## src/rtl/drive_cmd_pkg.sv

```systemverilog
// Drive command codes shared by the UART command receiver and the PWM stage,
// plus the receiver's bit-level state type.
package drive_cmd_pkg;

  localparam logic [7:0] ACT_IDLE  = 8'h30;
  localparam logic [7:0] ACT_FWD   = 8'h31;
  localparam logic [7:0] ACT_REV   = 8'h32;
  localparam logic [7:0] ACT_LEFT  = 8'h33;
  localparam logic [7:0] ACT_RIGHT = 8'h34;
  localparam logic [7:0] ACT_MIN   = ACT_IDLE;
  localparam logic [7:0] ACT_MAX   = ACT_RIGHT;

  typedef enum logic [2:0] {
    StIdle,
    StStart,
    StData,
    StStop,
    StWaitHigh
  } rx_state_e;

  function automatic logic is_drive_cmd(input logic [7:0] code);
    return (code >= ACT_MIN) && (code <= ACT_MAX);
  endfunction

endpackage

```

## src/rtl/uart_rx_core.sv

```systemverilog
// 8N1 UART receiver: rx synchronizer, bit-timing FSM and stop-bit framing.
// byte_ok / frame_err are strobes in the stop-bit sample cycle.
module uart_rx_core
  import drive_cmd_pkg::*;
#(
  parameter int unsigned CLKS_PER_BIT = 5208
) (
  input  logic       clk,
  input  logic       rst,
  input  logic       rx,
  output logic [7:0] rx_byte,
  output logic       byte_ok,
  output logic       frame_err
);

  localparam int unsigned CntW = $clog2(CLKS_PER_BIT);
  localparam logic [CntW-1:0] CntLast = CntW'(CLKS_PER_BIT - 1);
  localparam logic [CntW-1:0] CntHalf = CntW'(CLKS_PER_BIT / 2);

  logic            rx_meta;
  logic            rxs;
  rx_state_e       state;
  logic [CntW-1:0] cnt;
  logic [2:0]      bit_idx;
  logic [7:0]      shift;
  logic            stop_sample;

  always_ff @(posedge clk or negedge rst) begin
    if (!rst) begin
      rx_meta <= 1'b1;
      rxs     <= 1'b1;
    end else begin
      rx_meta <= rx;
      rxs     <= rx_meta;
    end
  end

  always_ff @(posedge clk or negedge rst) begin
    if (!rst) begin
      state   <= StIdle;
      cnt     <= '0;
      bit_idx <= '0;
      shift   <= '0;
    end else begin
      unique case (state)
        StIdle: begin
          cnt <= '0;
          if (!rxs) state <= StStart;
        end
        StStart: begin
          if (cnt == CntHalf) begin
            // Still low at mid start bit: real frame, otherwise a glitch.
            cnt     <= '0;
            bit_idx <= '0;
            state   <= rxs ? StIdle : StData;
          end else begin
            cnt <= cnt + 1'b1;
          end
        end
        StData: begin
          if (cnt == CntLast) begin
            cnt            <= '0;
            shift[bit_idx] <= rxs;
            if (bit_idx == 3'd7) state <= StStop;
            else bit_idx <= bit_idx + 1'b1;
          end else begin
            cnt <= cnt + 1'b1;
          end
        end
        StStop: begin
          // Leave at the stop-bit centre to absorb baud mismatch.
          if (cnt == CntLast) begin
            cnt   <= '0;
            state <= rxs ? StIdle : StWaitHigh;
          end else begin
            cnt <= cnt + 1'b1;
          end
        end
        StWaitHigh: begin
          if (rxs) state <= StIdle;
        end
        default: state <= StIdle;
      endcase
    end
  end

  always_comb begin
    stop_sample = (state == StStop) && (cnt == CntLast);
    byte_ok     = stop_sample && rxs;
    frame_err   = stop_sample && !rxs;
    rx_byte     = shift;
  end

endmodule

```

## src/rtl/uart_cmd_rx.sv

```systemverilog
// Drive command receiver: decodes UART bytes into a held action code and
// forces IDLE when the link goes quiet for TIMEOUT_CYCLES.
module uart_cmd_rx
  import drive_cmd_pkg::*;
#(
  parameter int unsigned CLKS_PER_BIT   = 5208,
  parameter int unsigned TIMEOUT_CYCLES = 25_000_000
) (
  input  logic       clk,
  input  logic       rst,
  input  logic       rx,
  output logic [7:0] action,
  output logic       cmd_valid,
  output logic       cmd_reject,
  output logic       frame_err,
  output logic       link_timeout
);

  localparam int unsigned WdW = $clog2(TIMEOUT_CYCLES + 1);
  localparam logic [WdW-1:0] WdMax  = WdW'(TIMEOUT_CYCLES);
  localparam logic [WdW-1:0] WdLast = WdW'(TIMEOUT_CYCLES - 1);

  logic [7:0]     rx_byte;
  logic           byte_ok;
  logic           core_frame_err;
  logic           valid_now;
  logic           reject_now;
  logic           expire;
  logic [WdW-1:0] wd_cnt;

  uart_rx_core #(
    .CLKS_PER_BIT(CLKS_PER_BIT)
  ) u_core (
    .clk      (clk),
    .rst      (rst),
    .rx       (rx),
    .rx_byte  (rx_byte),
    .byte_ok  (byte_ok),
    .frame_err(core_frame_err)
  );

  always_comb begin
    valid_now  = byte_ok && is_drive_cmd(rx_byte);
    reject_now = byte_ok && !is_drive_cmd(rx_byte);
    // A command arriving in the expiry cycle takes priority.
    expire     = (wd_cnt == WdLast) && !valid_now;
  end

  always_ff @(posedge clk or negedge rst) begin
    if (!rst) begin
      action       <= ACT_IDLE;
      cmd_valid    <= 1'b0;
      cmd_reject   <= 1'b0;
      frame_err    <= 1'b0;
      link_timeout <= 1'b0;
      wd_cnt       <= '0;
    end else begin
      cmd_valid  <= valid_now;
      cmd_reject <= reject_now;
      frame_err  <= core_frame_err;
      if (valid_now) begin
        action       <= rx_byte;
        link_timeout <= 1'b0;
        wd_cnt       <= '0;
      end else begin
        if (wd_cnt != WdMax) wd_cnt <= wd_cnt + 1'b1;
        if (expire) begin
          action       <= ACT_IDLE;
          link_timeout <= 1'b1;
        end
      end
    end
  end

endmodule

```

## config.mk

```make
export PLATFORM = sky130hd
export DESIGN_NAME = uart_cmd_rx
export DESIGN_NICKNAME = d
export VERILOG_FILES = /design/src/rtl/drive_cmd_pkg.sv /design/src/rtl/uart_rx_core.sv /design/src/rtl/uart_cmd_rx.sv
export SDC_FILE = /design/constraint.sdc
export NUM_CORES = 1
export LEC_CHECK = 0
export ABC_CLOCK_PERIOD_IN_PS = 2200
export BUFFER_PORTS_ARGS = -buffer_cell sky130_fd_sc_hd__buf_2
export CAP_MARGIN = 20
export CORE_ASPECT_RATIO = 1.2
export CORE_MARGIN = 8
export CORE_UTILIZATION = 45
export CTS_CLUSTER_SIZE = 14
export DETAILED_ROUTE_END_ITERATION = 7
export GPL_ROUTABILITY_DRIVEN = 0
export HOLD_SLACK_MARGIN = 0.03
export PLACE_DENSITY = 0.69
export SKIP_CTS_REPAIR_TIMING = 1
export SLEW_MARGIN = 20
export SYNTH_ARGS = -nofsm -noshare
export SYNTH_HDL_FRONTEND = slang
export SYNTH_SLANG_ARGS = --single-unit
```

## constraint.sdc

```tcl
create_clock -name clk -period 2.2 [get_ports clk]
set_input_delay 0.22 -clock clk [delete_from_list [all_inputs] [get_ports clk]]
set_output_delay 0.22 -clock clk [all_outputs]
set_load 0.05 [all_outputs]
```

* After elaboration in Yosys (flattened, before gate mapping)
Index checks and enable logic that the tools add are counted.
Word-level totals: word-level logic and storage cells 80, output and inout bits 12, flip-flop bits (word level) 66
Cells by class: muxes and demuxes 25, reductions and logical operators 20, $lt $le $gt $ge 4, add/sub/neg operators 3, equality and inequality tests 16
Operators by type and width (count):
- $mux 25 | 2
- $pmux 13 s3 | 1
- $mux 3 | 10
- $mux 13 | 2
- $add 25x1->25 const B | 1
- $eq 25x25->1 const B | 1
- $ne 25x25->1 const B | 1
- $mux 8 | 2
- $pmux 3 s5 | 1
- $add 13x1->13 const B | 1
- $eq 13x12->1 const B | 1
- $eq 13x13->1 const B | 1
- $ne 2x1->1 const B | 5
- $bwmux 8 | 1
- $ge 8x6->1 const B | 1
- $le 8x6->1 const B | 1
- $logic_and 1x1->1 | 8
- $eq 3x2->1 const B | 2
- $eq 3x3->1 const B | 2
- $pmux 3 s2 | 1
- $reduce_and 6->1 | 1
- $reduce_bool 2->1 | 3
- $lt 3x4->1 const B | 1
- $ne 2x2->1 const B | 2
- other kinds (12) | 16

* Depth between registers and ports, before layout
word-level depth 8, depth in mapped cells 7, depth with buffers taken out 7

* By module
From an unflattened synthesis, not the netlist that was laid out.
Unflattened totals: cells, all modules 349, area total of the unflattened synthesis 3443.3 um^2
By module, submodules not included:
- uart_cmd_rx | area an instance 1805.5 um^2, instances 1, cells each 178
- uart_rx_core | area an instance 1637.8 um^2, instances 1, cells each 171

* Worst setup path before layout
OpenSTA, ideal clock, no wires.
kind reg2reg, from register u_core.cnt[1], to register u_core.shift[1], in the netlist u_core.rx_byte[1], library setup time 128 ps, period minus slack after synthesis 2064 ps, arrival 1936 ps, path slack 136 ps, stages on the path, launching flop included 8, data required time 2072 ps, cell sequence dfrtp_1 -> ha_1 -> and4_1 -> nand3_4 -> or3_1 -> buf_6 -> nor4b_4 -> mux2_1
On the way: cells in the longest elaborated chain, start to end 2
RTL lines:
- start: declaration | line uart_rx_core.sv:23 | logic [CntW-1:0] cnt;
- start signal: assignment | line uart_rx_core.sv:57 | cnt <= cnt + 1'b1;
- start signal: assignment | line uart_rx_core.sv:67 | cnt <= cnt + 1'b1;
- start signal: assignment | line uart_rx_core.sv:76 | cnt <= cnt + 1'b1;
- $eq 13x13->1 | line uart_rx_core.sv:61 | if (cnt == CntLast) begin
- $reduce_and 2->1 (no source line)
- end signal: indexed assignment | line uart_rx_core.sv:63 | shift[bit_idx] <= rxs;
- end: declaration | line uart_rx_core.sv:25 | logic [7:0] shift;
No other way between the ends. A chain may end at the register's enable or synchronous reset.

* Worst setup path after layout
from register u_core.cnt[3], to register u_core.shift[3], in the netlist u_core.rx_byte[3]
Same word-level chain as after synthesis.

==> flow_summary.toml <==
[global_routing]
globalRouteOverflowTotal = 0
grt_max_degree = 52
antenna_found_initial = 0
grt_usage = 0.136
grt_pass1_vias = 2368
grt_first_pass_wirelength_um = 11200

[outcome]
status = "finished, final reports clean"

[timing]
whs_ps = 317
finalCritPeriodShare = 0.912
clock.fmax_mhz = 499
tightest_slew_ps = 445
fin_worst_skew_ps = 10.8
rsz0062_at_grt = "no"
slew_headroom = 0.701
fin_ws_ps = 194
setup_tns_ps = 0
slew_viol_final = 0
setup_viol = 0
hold_violations = 0
min_period_ps = 2010

[die]
core_um2 = 7190
die_height_um = 110
ios = 15
initial_core_util = 0.462
dieWidth_um = 94.5
die_area_um2 = 10400
rows = 34

[drt]
drtAntennaViolNets = 0
viasPerCell = 5.49
vias = 2441
wire_per_inst_um = 14.3
drt_pass1_iterations = 4
dr.first_iter.drc_count = 100
drt_wl_total_um = 6370
drc = 0

[placement]
io_buffers = 14
place_area_um2 = 3540
pre_cts_ws_ps = 113
place_hpwl_um = 4280

[synth]
synth_top_family_by_area = "simple AND/OR/NAND/NOR gates"
synth-main-ff-cell = "dfrtp_1"
synth-compound-area-share = 0.0779
synthCells = 328
netlist_area_um2 = 3320
synth_most_common_cell = "dfrtp_1"
ys_seq_elements = 66
synth_top_cell_by_area = "dfrtp_1"
synth_top_area_frac = 0.467
synth_edf_count = 0
synth_xor_area_frac = 0.0606
synth_simple_gate_area_share = 0.266
synth_area_leaders = "dfrtp_1 47%, nor2_1 4.3%, xnor2_1 3.7%"
postSynthAreaPerCell_um2 = 10.1
synth_fp_nets = 337
yosysUniqueCellTypes = 46
synth_common_cells = "62 x dfrtp_1, 38 x nor2_1, 23 x nand2_1"
synthAdderAreaFrac = 0.0226
muxShareOfSynthArea = 0.0369
ys_seq_area_frac = 0.498
ys_warn_count = 0
async_reset_ff_frac = 1.00

[worst_setup_path]
crit_path_end_kind = "flip-flop"
crit_arrival_ps = 2230
crit_type = "reg2reg"
reg2reg_from = "u_core.cnt[3]$_DFFE_PN0P_"
crit_path_max_incr_delay_ps = 460
cp_cell_sequence = "nor4b_4 -> nand3_4 -> or3_4 -> nor3_1 -> mux2_2"
crit_path_start = "u_core.cnt[3]$_DFFE_PN0P_"
start_kind = "flip-flop"
cp.required_ps = 2420
crit_slowest_cell = "dfrtp_1"
path_delay_family = "simple AND/OR/NAND/NOR gates"
rrSetupSlack_ps = 190
crit_buf_inv = 0
critPathMaxFanout = 7

[cts]
clock-root-buffer = "clkbuf_8"
cts_buffers = 9
htree_levels = 3
clk_latency_ps = 340
cts_tree = "built"
clk_pin_slew_ps = 70
cts_max_path_buffers = 2
cts_sinks = 66

[finish]
final_nets = 359
multi_input_area_um2 = 1550
fill_cells = 643
layout-drive-gt1-share = 0.172
register_area_um2 = 1660
area_delta_synth_final_pct = 12.5
n_antenna_cell = 0
final_area_um2 = 3740

[min_path]
hold_class = "in2async"

[pwr]
leakagePower_nw = 1.63
power-per-cell-area_nw_per_um2 = 577
peakVddDrop_mv = 0.392

[job]
maxCapViolCount = 0
[area by class of cell]
type,count,area share
sequential,66,0.443
timing repair buffer,27,0.0529
tap,90,0.0301
clock inverter,3,0.00402
inverter,12,0.0120
clock buffer,13,0.0425
multi-input combinational,234,0.415
[layer usage]
layer  track usage  share of wire  vias to the layer above
met3        0.0427          0.038                        8
li1              -              -                     1213
met1         0.167           0.47                     1178
met2         0.220           0.48                       42
met5             0              0                        -
met4        0.0503          0.014                        0
[cells by family after synthesis]
family,count (synthesis)
compound gates,41
xor+xnor,23
simple gates,153
mux,11
fa+ha+maj,6
buf+inv,28
flops,66
[worst paths after layout]
kind | endpoint | cells past startpoint
setup / recovery | u_core.rx_byte[3]$_DFFE_PN0P_ | 5
hold / removal | wd_cnt[4]$_DFFE_PN0P_ | 2
setup reg to reg | u_core.rx_byte[3]$_DFFE_PN0P_ | 5
hold reg to reg | u_core.rxs$_DFF_PN1_ | 0
max in group asynchronous | u_core.rx_meta$_DFF_PN1_ | 3
min in group clk | u_core.rxs$_DFF_PN1_ | 0
[cell usage in the layout (no fill, tap or decap), types with 3 or more instances in the layout]
master and instances:
xor2_1 9, nor4b_1 3, nor3_1 10, nand2_1 23
a22o_1 7, ha_1 6, and2_1 5, clkinv_2 3
dfstp_2 4, nor3b_1 3, buf_2 14, o21ai_0 12
nand3_1 16, nor4b_4 3, buf_4 9, inv_1 12
nor2_1 38, and4_1 4, dfrtp_1 62, clkbuf_8 11
xnor2_1 14, a21oi_1 12, or3_1 10, mux2_2 9
nand4_1 9, nor4_1 11
[power breakdown]
group / internal (mW) / switching (mW)
sequential: 1.22 / 0.00328
combinational: 0.00786 / 0.0248
clock: 0.466 / 0.439
[sequential cells by signal, summed over array words and instances, names as in the netlist]
register	flops
wd_cnt	25
u_core.cnt	13
action	8
u_core.rx_byte	8
u_core.bit_idx	3
u_core.state	3
cmd_reject	1
cmd_valid	1
frame_err	1
link_timeout	1
u_core.rx_meta	1
u_core.rxs	1
[worst register-to-register path: stages, from the launching register on]
cell and delay, ps:
dfrtp_1 460, nor4b_4 370, nand3_4 100, or3_4 390, nor3_1 220, mux2_2 360
[metrics by stage]
stage          power (mW)  utilization  instances
3_3_place_gp         1.28        0.492        427
6_report             2.16        0.520        445
3_5_place_dp         1.28        0.492        427
4_1_cts              2.19        0.517        443
2_1_floorplan        1.24            -        328
5_1_grt              2.25        0.520        445
Power figures use the tool's default switching activity.
